### src/rtl/sram_fifo_pkg.sv
// Shared SRAM geometry and FIFO access-type definitions for the sram_fifo slice.
// The sram storage block uses the same SRAM_* geometry constants.
package sram_fifo_pkg;

    localparam int SRAM_DW    = 8;
    localparam int SRAM_AW    = 8;
    localparam int SRAM_DEPTH = 1 << SRAM_AW;

    localparam int DW = SRAM_DW;
    localparam int AW = SRAM_AW;

    localparam logic [AW-1:0] PTR_ONE   = {{(AW-1){1'b0}}, 1'b1};
    localparam logic [AW:0]   CNT_ONE   = {{AW{1'b0}}, 1'b1};
    localparam logic [AW:0]   CNT_ZERO  = {(AW+1){1'b0}};
    localparam logic [AW:0]   CNT_FULL  = {1'b1, {AW{1'b0}}};

    typedef enum logic [1:0] {
        ACC_IDLE  = 2'd0,
        ACC_WRITE = 2'd1,
        ACC_READ  = 2'd2
    } acc_e;

    // Single-port SRAM: a read always wins over a write in the same cycle.
    function automatic acc_e sel_access(input logic push_acc, input logic pop_acc);
        acc_e acc;
        if (pop_acc) begin
            acc = ACC_READ;
        end else if (push_acc) begin
            acc = ACC_WRITE;
        end else begin
            acc = ACC_IDLE;
        end
        return acc;
    endfunction

endpackage

### src/rtl/sram_fifo_if.sv
// Push/pop client handshake of sram_fifo; master is the client, slave is the FIFO.
import sram_fifo_pkg::*;

interface sram_fifo_if;
    logic          push;
    logic [DW-1:0] push_data;
    logic          push_ready;
    logic          pop;
    logic          pop_ready;
    logic [DW-1:0] pop_data;
    logic          pop_valid;
    logic          empty;
    logic          full;
    logic [AW:0]   count;

    modport master (
        output push, push_data, pop,
        input  push_ready, pop_ready, pop_data, pop_valid, empty, full, count
    );

    modport slave (
        input  push, push_data, pop,
        output push_ready, pop_ready, pop_data, pop_valid, empty, full, count
    );
endinterface

### src/rtl/sram_fifo_ptr.sv
// fifo_ptr: read/write pointers, occupancy count, push/pop arbitration and flags.
// Pop has priority; a push colliding with an acceptable pop is stalled.
module fifo_ptr
    import sram_fifo_pkg::*;
(
    input  logic          clk,
    input  logic          rst_n,
    input  logic          push,
    input  logic          pop,
    output logic          push_ready,
    output logic          pop_ready,
    output logic          empty,
    output logic          full,
    output logic          push_acc,
    output logic          pop_acc,
    output logic [AW-1:0] wptr,
    output logic [AW-1:0] rptr,
    output logic [AW:0]   count
);

    logic [AW-1:0] wptr_r;
    logic [AW-1:0] rptr_r;
    logic [AW:0]   count_r;
    logic          empty_s;
    logic          full_s;
    logic          pop_acc_s;
    logic          push_acc_s;

    // Flags and acceptance decode from the registered count.
    always_comb begin
        empty_s    = (count_r == CNT_ZERO);
        full_s     = (count_r == CNT_FULL);
        pop_acc_s  = pop && !empty_s;
        push_acc_s = push && !full_s && !pop_acc_s;
    end

    // Pointer and occupancy state; pointers wrap naturally at AW bits.
    always_ff @(posedge clk or negedge rst_n) begin
        if (!rst_n) begin
            wptr_r  <= {AW{1'b0}};
            rptr_r  <= {AW{1'b0}};
            count_r <= CNT_ZERO;
        end else begin
            if (push_acc_s) begin
                wptr_r  <= wptr_r + PTR_ONE;
                count_r <= count_r + CNT_ONE;
            end else if (pop_acc_s) begin
                rptr_r  <= rptr_r + PTR_ONE;
                count_r <= count_r - CNT_ONE;
            end else begin
                wptr_r  <= wptr_r;
                rptr_r  <= rptr_r;
                count_r <= count_r;
            end
        end
    end

    assign push_ready = !full_s && !(pop && !empty_s);
    assign pop_ready  = !empty_s;
    assign empty      = empty_s;
    assign full       = full_s;
    assign push_acc   = push_acc_s;
    assign pop_acc    = pop_acc_s;
    assign wptr       = wptr_r;
    assign rptr       = rptr_r;
    assign count      = count_r;

endmodule

### src/rtl/sram_fifo.sv
// sram_fifo: turns a push/pop handshake into registered single-port SRAM cycles.
// Popped data is captured from the asynchronous SRAM read and presented two cycles after acceptance.
module sram_fifo
    import sram_fifo_pkg::*;
(
    input  logic              clk,
    input  logic              rst_n,
    sram_fifo_if.slave        fif,
    output logic              sram_cs,
    output logic              sram_wr,
    output logic              sram_rd,
    output logic [AW-1:0]     sram_addr,
    output logic [DW-1:0]     sram_din,
    input  logic [DW-1:0]     sram_dout
);

    logic          push_acc_s;
    logic          pop_acc_s;
    logic [AW-1:0] wptr_s;
    logic [AW-1:0] rptr_s;
    acc_e          acc_s;

    logic          sram_cs_r;
    logic          sram_wr_r;
    logic          sram_rd_r;
    logic [AW-1:0] sram_addr_r;
    logic [DW-1:0] sram_din_r;
    logic [DW-1:0] pop_data_r;
    logic          pop_valid_r;

    fifo_ptr u_ptr (
        .clk        (clk),
        .rst_n      (rst_n),
        .push       (fif.push),
        .pop        (fif.pop),
        .push_ready (fif.push_ready),
        .pop_ready  (fif.pop_ready),
        .empty      (fif.empty),
        .full       (fif.full),
        .push_acc   (push_acc_s),
        .pop_acc    (pop_acc_s),
        .wptr       (wptr_s),
        .rptr       (rptr_s),
        .count      (fif.count)
    );

    // Select this cycle's SRAM access from the arbitration result.
    always_comb begin
        acc_s = sel_access(push_acc_s, pop_acc_s);
    end

    // Registered SRAM bus; address and write data hold when idle.
    always_ff @(posedge clk or negedge rst_n) begin
        if (!rst_n) begin
            sram_cs_r   <= 1'b0;
            sram_wr_r   <= 1'b0;
            sram_rd_r   <= 1'b0;
            sram_addr_r <= {AW{1'b0}};
            sram_din_r  <= {DW{1'b0}};
        end else begin
            case (acc_s)
                ACC_WRITE: begin
                    sram_cs_r   <= 1'b1;
                    sram_wr_r   <= 1'b1;
                    sram_rd_r   <= 1'b0;
                    sram_addr_r <= wptr_s;
                    sram_din_r  <= fif.push_data;
                end
                ACC_READ: begin
                    sram_cs_r   <= 1'b1;
                    sram_wr_r   <= 1'b0;
                    sram_rd_r   <= 1'b1;
                    sram_addr_r <= rptr_s;
                    sram_din_r  <= sram_din_r;
                end
                default: begin
                    sram_cs_r   <= 1'b0;
                    sram_wr_r   <= 1'b0;
                    sram_rd_r   <= 1'b0;
                    sram_addr_r <= sram_addr_r;
                    sram_din_r  <= sram_din_r;
                end
            endcase
        end
    end

    // Capture read data at the end of the SRAM read cycle and pulse pop_valid.
    always_ff @(posedge clk or negedge rst_n) begin
        if (!rst_n) begin
            pop_data_r  <= {DW{1'b0}};
            pop_valid_r <= 1'b0;
        end else begin
            pop_valid_r <= sram_cs_r && sram_rd_r;
            if (sram_cs_r && sram_rd_r) begin
                pop_data_r <= sram_dout;
            end else begin
                pop_data_r <= pop_data_r;
            end
        end
    end

    assign sram_cs       = sram_cs_r;
    assign sram_wr       = sram_wr_r;
    assign sram_rd       = sram_rd_r;
    assign sram_addr     = sram_addr_r;
    assign sram_din      = sram_din_r;
    assign fif.pop_data  = pop_data_r;
    assign fif.pop_valid = pop_valid_r;

endmodule

### src/flat_wrapper.sv
// flat-port wrapper written by rule: the top's interface ports become plain ports
module sram_fifo_flat import sram_fifo_pkg::*;
  (clk, rst_n, sram_cs, sram_wr, sram_rd, sram_addr, sram_din, sram_dout, fif_push, fif_push_data, fif_pop, fif_push_ready, fif_pop_ready, fif_pop_data, fif_pop_valid, fif_empty, fif_full, fif_count);
  sram_fifo_if fif_i ();
  input  logic clk;
  input  logic rst_n;
  output logic sram_cs;
  output logic sram_wr;
  output logic sram_rd;
  output logic [AW-1:0] sram_addr;
  output logic [DW-1:0] sram_din;
  input  logic [DW-1:0] sram_dout;
  input wire logic [$bits(fif_i.push)-1:0] fif_push;
  input wire logic [$bits(fif_i.push_data)-1:0] fif_push_data;
  input wire logic [$bits(fif_i.pop)-1:0] fif_pop;
  output wire logic [$bits(fif_i.push_ready)-1:0] fif_push_ready;
  output wire logic [$bits(fif_i.pop_ready)-1:0] fif_pop_ready;
  output wire logic [$bits(fif_i.pop_data)-1:0] fif_pop_data;
  output wire logic [$bits(fif_i.pop_valid)-1:0] fif_pop_valid;
  output wire logic [$bits(fif_i.empty)-1:0] fif_empty;
  output wire logic [$bits(fif_i.full)-1:0] fif_full;
  output wire logic [$bits(fif_i.count)-1:0] fif_count;
  assign fif_i.push = fif_push;
  assign fif_i.push_data = fif_push_data;
  assign fif_i.pop = fif_pop;
  assign fif_push_ready = fif_i.push_ready;
  assign fif_pop_ready = fif_i.pop_ready;
  assign fif_pop_data = fif_i.pop_data;
  assign fif_pop_valid = fif_i.pop_valid;
  assign fif_empty = fif_i.empty;
  assign fif_full = fif_i.full;
  assign fif_count = fif_i.count;
  sram_fifo u_core (.clk(clk), .rst_n(rst_n), .fif(fif_i), .sram_cs(sram_cs), .sram_wr(sram_wr), .sram_rd(sram_rd), .sram_addr(sram_addr), .sram_din(sram_din), .sram_dout(sram_dout));
endmodule
### config.mk
export PLATFORM = sky130hd
export DESIGN_NAME = sram_fifo_flat
export DESIGN_NICKNAME = d
export VERILOG_FILES = /design/src/rtl/sram_fifo_pkg.sv /design/src/rtl/sram_fifo_if.sv /design/src/rtl/sram_fifo_ptr.sv /design/src/rtl/sram_fifo.sv /design/src/flat_wrapper.sv
export SDC_FILE = /design/constraint.sdc
export NUM_CORES = 1
export LEC_CHECK = 0
export ABC_CLOCK_PERIOD_IN_PS = 6600
export BUFFER_PORTS_ARGS = -buffer_cell sky130_fd_sc_hd__buf_2
export CAP_MARGIN = 0
export CORE_AREA = 2 2 75 77
export CTS_BUF_LIST = sky130_fd_sc_hd__clkbuf_4 sky130_fd_sc_hd__clkbuf_8
export DETAILED_ROUTE_END_ITERATION = 12
export DIE_AREA = 0 0 77 79
export GPL_TIMING_DRIVEN = 0
export PLACE_DENSITY = 0.72
export SLEW_MARGIN = 40
export SYNTH_ARGS = -nofsm -noshare
export SYNTH_HDL_FRONTEND = slang
export SYNTH_HIERARCHICAL = 1
export SYNTH_SLANG_ARGS = --single-unit
### constraint.sdc
create_clock -name clk -period 6.6 [get_ports clk]
set_clock_uncertainty 0.15 [all_clocks]
set_input_delay 0.99 -clock clk [delete_from_list [all_inputs] [get_ports clk]]
set_output_delay 0.99 -clock clk [all_outputs]
set_load 0.1 [all_outputs]
==> reports/metrics.yaml <==
status:
  status: "complete, no violations"
logic_synthesis:
  synth_edf_count: 0
  ys_ff_latch: 53
  synthesized_area_sq_mm: 0.00257
  synth_top_flop_cell: "sky130_fd_sc_hd__dfrtp_1"
  netlist_top_cells_area: "sky130_fd_sc_hd__dfrtp_1 (52%), sky130_fd_sc_hd__mux2_4 (4.7%), sky130_fd_sc_hd__ha_1 (4.4%)"
  synth.most_common_cell: "sky130_fd_sc_hd__dfrtp_1"
  post-synth-top-area-fraction: 0.516
  synth_cells: 218
  synth.avg_cell_area_sq_um: 11.8
  syn_nets: 248
  netlist.top_cell.by_area: "sky130_fd_sc_hd__dfrtp_1"
  synthDistinctLibCells: 42
  synth_commonest_cells: "sky130_fd_sc_hd__dfrtp_1 (53), sky130_fd_sc_hd__nand2_1 (30), sky130_fd_sc_hd__xor2_1 (12)"
  yosysWarningCount: 6
  async_flop_share: 1.00
  synth_sequential_area_ratio: 0.516
timing:
  setup_total_negative_slack_ps: 0
  timing.slew.headroom: 0.561
  finalHoldViolCount: 0
  timing_worst_slew_pin_value_ps: 658
  fin_crit_sh: 0.510
  final_setup_violation_count: 0
  fin_crit_ps: 3370
  fmaxAchievable_mhz: 297
  timing.final.max_slew_violations: 0
  rsz_0062_raised_after_global_routing: "false"
setup_path:
  flop_to_flop_setup_slack_ps: 3230
  path_class: "reg -> reg"
  number_of_stages_on_the_worst_setup_path: 9
  timing.reg2reg.worst_path_depth: 9
  startpoint_type: "flip-flop"
  worstPathBufferInverterCount: 0
  timing.critical_path.max_delay_family: "compound AO/OA/AOI/OAI gates"
  critical_path_peak_fanout: 14
  regToRegStartpoint: "u_core/u_ptr/count[0]"
  critPathMaxStageDelay_ps: 580
  cp-endpoint: "u_core/u_ptr/count[7]"
  slowest_stage: "sky130_fd_sc_hd__or4_1"
  worst_ep_arrival_time_ps: 3420
  critical_path_cell_list: "or4_1 > o21ai_2 > nand3_4 > ha_1 > a211oi_1 > nor3_1 > a2111oi_0 > xor2_1 > o21ai_1"
  worstReg2RegEnd: "u_core/u_ptr/count[7]"
  crit_start: "u_core/u_ptr/count[0]"
  critPathCaptureType: "flip-flop"
  cp.required_ps: 6650
place:
  dp.final_hpwl_mm: 3.36
  gpl.final_weighted_congestion: 0.822
  port-buffer-count: 60
  placed_cells_incl_taps: 350
clock_tree:
  ctsHoldBuffers: 0
  clk_path_buf_depth: 2
  clock-root-buffer: "sky130_fd_sc_hd__clkbuf_8"
  clock_tree.htree_level_count: 2
  clkSinkCount: 53
  postCtsSetupBuffers: 0
  cts_repair_resize_count: 0
  worst_skew_pair.late_latency_ps: 310
  cts.reportedPaths.clkPinSlew_ps: 100
  numCtsBuffers: 5
  tritoncts: "yes"
floorplan:
  die-area_sq_mm: 0.00608
  std_cell_rows: 27
  die_x_um: 77
  die_height_um: 79
  core_area_sq_mm: 0.00534
  ios: 61
  initial_core_util: 0.482
route:
  detailedRoute.firstIterationViolations: 57
  dr.pass1.iters: 4
  post-route-drc-count: 0
  dr_total_vias: 1804
  routed_wirelength_mm: 4.69
  vias_per_cell: 5.04
  post_drt_wl_per_cell_um: 13.1
  final_antenna_net_count: 0
cells_and_area:
  seq_area_sq_mm: 0.00133
  areaGrowthSynthToFinish_pct: 18.8
  layout.cells.non_filler: 358
  antenna_cells: 0
  num-nets-final: 315
  layout.filler_cells: 493
  drive_gt1_frac: 0.360
  multiInputGateArea_sq_mm: 0.00116
  postLayoutCoreUtil: 0.572
worst_hold_path:
  worst_hold_path_type: "reg -> reg"
grt:
  grt_overflow: 0
  pin_count_of_the_biggest_net_entering_global_routing: 54
  antenna_found_initial: 0
  grt_pass1_vias: 1752
  grt_first_pass_wirelength_mm: 7.85
  grt.total_usage: 0.161
flow_run:
  max_cap_violations: 0
-- layout make-up --
type	instances	area share
clock buffer	5	0.0225
tap	72	0.0295
clock inverter	3	0.00696
inverter	9	0.0111
sequential	53	0.434
multi-input combinational	150	0.379
buffer	6	0.0180
timing repair buffer	60	0.0991
-- registers in the layout, indices dropped and copies added (netlist names) --
register	flops
u_core/fif.pop_data	8
u_core/u_ptr/rptr	8
u_core/u_ptr/count	9
u_core/sram_rd	1
u_core/fif.pop_valid	1
u_core/sram_cs	1
u_core/sram_din	8
u_core/u_ptr/wptr	8
u_core/sram_wr	1
u_core/sram_addr	8
-- through the flow --
stage,hold WS [ps],setup WS (ps),instance area [sq um]
after detailed placement,307,3270,2970
after global routing,342,3040,3060
after floorplan,291,1990,2570
after CTS,324,3240,3060
after global placement,310,3250,2960
final,320,3230,3060
-- kinds of logic (layout without fill, tap and decap cells) --
logic type               after synthesis  after routing  share of synthesized area
buffers and inverters                 15             83                     0.0345
flip-flops                            53             53                      0.516
XOR/XNOR                              22             22                     0.0749
AND/OR/NAND/NOR                       60             60                      0.124
multiplexers                          26             26                      0.121
AO/OA/AOI/OAI                         32             32                     0.0788
adder cells (fa/ha/maj)               10             10                     0.0516
-- how the worst min path moves through the flow --
stage / from / end / slack [ps] / cells after the start
after floorplan: u_core/u_ptr/wptr[7] / u_core/u_ptr/wptr[7] / 290 / 1
after global placement: u_core/u_ptr/rptr[7] / u_core/u_ptr/rptr[7] / 310 / 1
after detailed placement: u_core/u_ptr/rptr[7] / u_core/u_ptr/rptr[7] / 310 / 1
after CTS: u_core/u_ptr/rptr[7] / u_core/u_ptr/rptr[7] / 320 / 1
after global routing: u_core/u_ptr/rptr[7] / u_core/u_ptr/rptr[7] / 340 / 1
final: u_core/u_ptr/rptr[7] / u_core/u_ptr/rptr[7] / 320 / 1
-- metal layers --
metal | vias up | wire (um) | global-route usage | share of wire
met4 | 0 | 41 | 0.0554 | 0.0087
met5 | - | 0 | 0 | 0
met3 | 5 | 310 | 0.0477 | 0.066
met2 | 61 | 2130 | 0.259 | 0.45
met1 | 855 | 2200 | 0.210 | 0.47
li1 | 883 | - | - | -
-- worst register-to-register path, delay by kind of cell, from the launching register on --
kind	cells	cell delay, ps
AOI/OAI and AO/OA	4	1160
xor gates and xnor gates	1	210
DFF	1	470
and+or+nand+nor	3	890
adders and majority gates	1	370
-- cells in the final DEF, fill, tap and decap left out, types with 2 or more instances in the layout --
| cell type | Yosys | routed |
|---|---|---|
| sky130_fd_sc_hd__dfrtp_1 | 53 | 53 |
| sky130_fd_sc_hd__nor3_1 | 4 | 4 |
| sky130_fd_sc_hd__xor2_1 | 12 | 12 |
| sky130_fd_sc_hd__buf_4 | 2 | 3 |
| sky130_fd_sc_hd__nand2_1 | 30 | 30 |
| sky130_fd_sc_hd__a21o_1 | 3 | 3 |
| sky130_fd_sc_hd__buf_2 | 1 | 60 |
| sky130_fd_sc_hd__o21ai_1 | 6 | 6 |
| sky130_fd_sc_hd__nor4_2 | 2 | 2 |
| sky130_fd_sc_hd__inv_1 | 7 | 7 |
| sky130_fd_sc_hd__mux2_2 | 9 | 9 |
| sky130_fd_sc_hd__mux2i_1 | 9 | 9 |
| sky130_fd_sc_hd__nor3_2 | 2 | 2 |
| sky130_fd_sc_hd__clkbuf_8 | 0 | 5 |
| sky130_fd_sc_hd__a21oi_1 | 6 | 6 |
| sky130_fd_sc_hd__ha_1 | 9 | 9 |
| sky130_fd_sc_hd__nand3_1 | 5 | 5 |
| sky130_fd_sc_hd__inv_2 | 2 | 2 |
| sky130_fd_sc_hd__or4_1 | 2 | 2 |
| sky130_fd_sc_hd__nor2_1 | 6 | 6 |
| sky130_fd_sc_hd__mux2_4 | 8 | 8 |
| sky130_fd_sc_hd__xnor2_1 | 10 | 10 |
| sky130_fd_sc_hd__o21ai_0 | 9 | 9 |
| sky130_fd_sc_hd__nand4_1 | 2 | 2 |
Power is not shown: default switching activity piles up to over one toggle a cycle in this logic, so the estimate is an artifact.
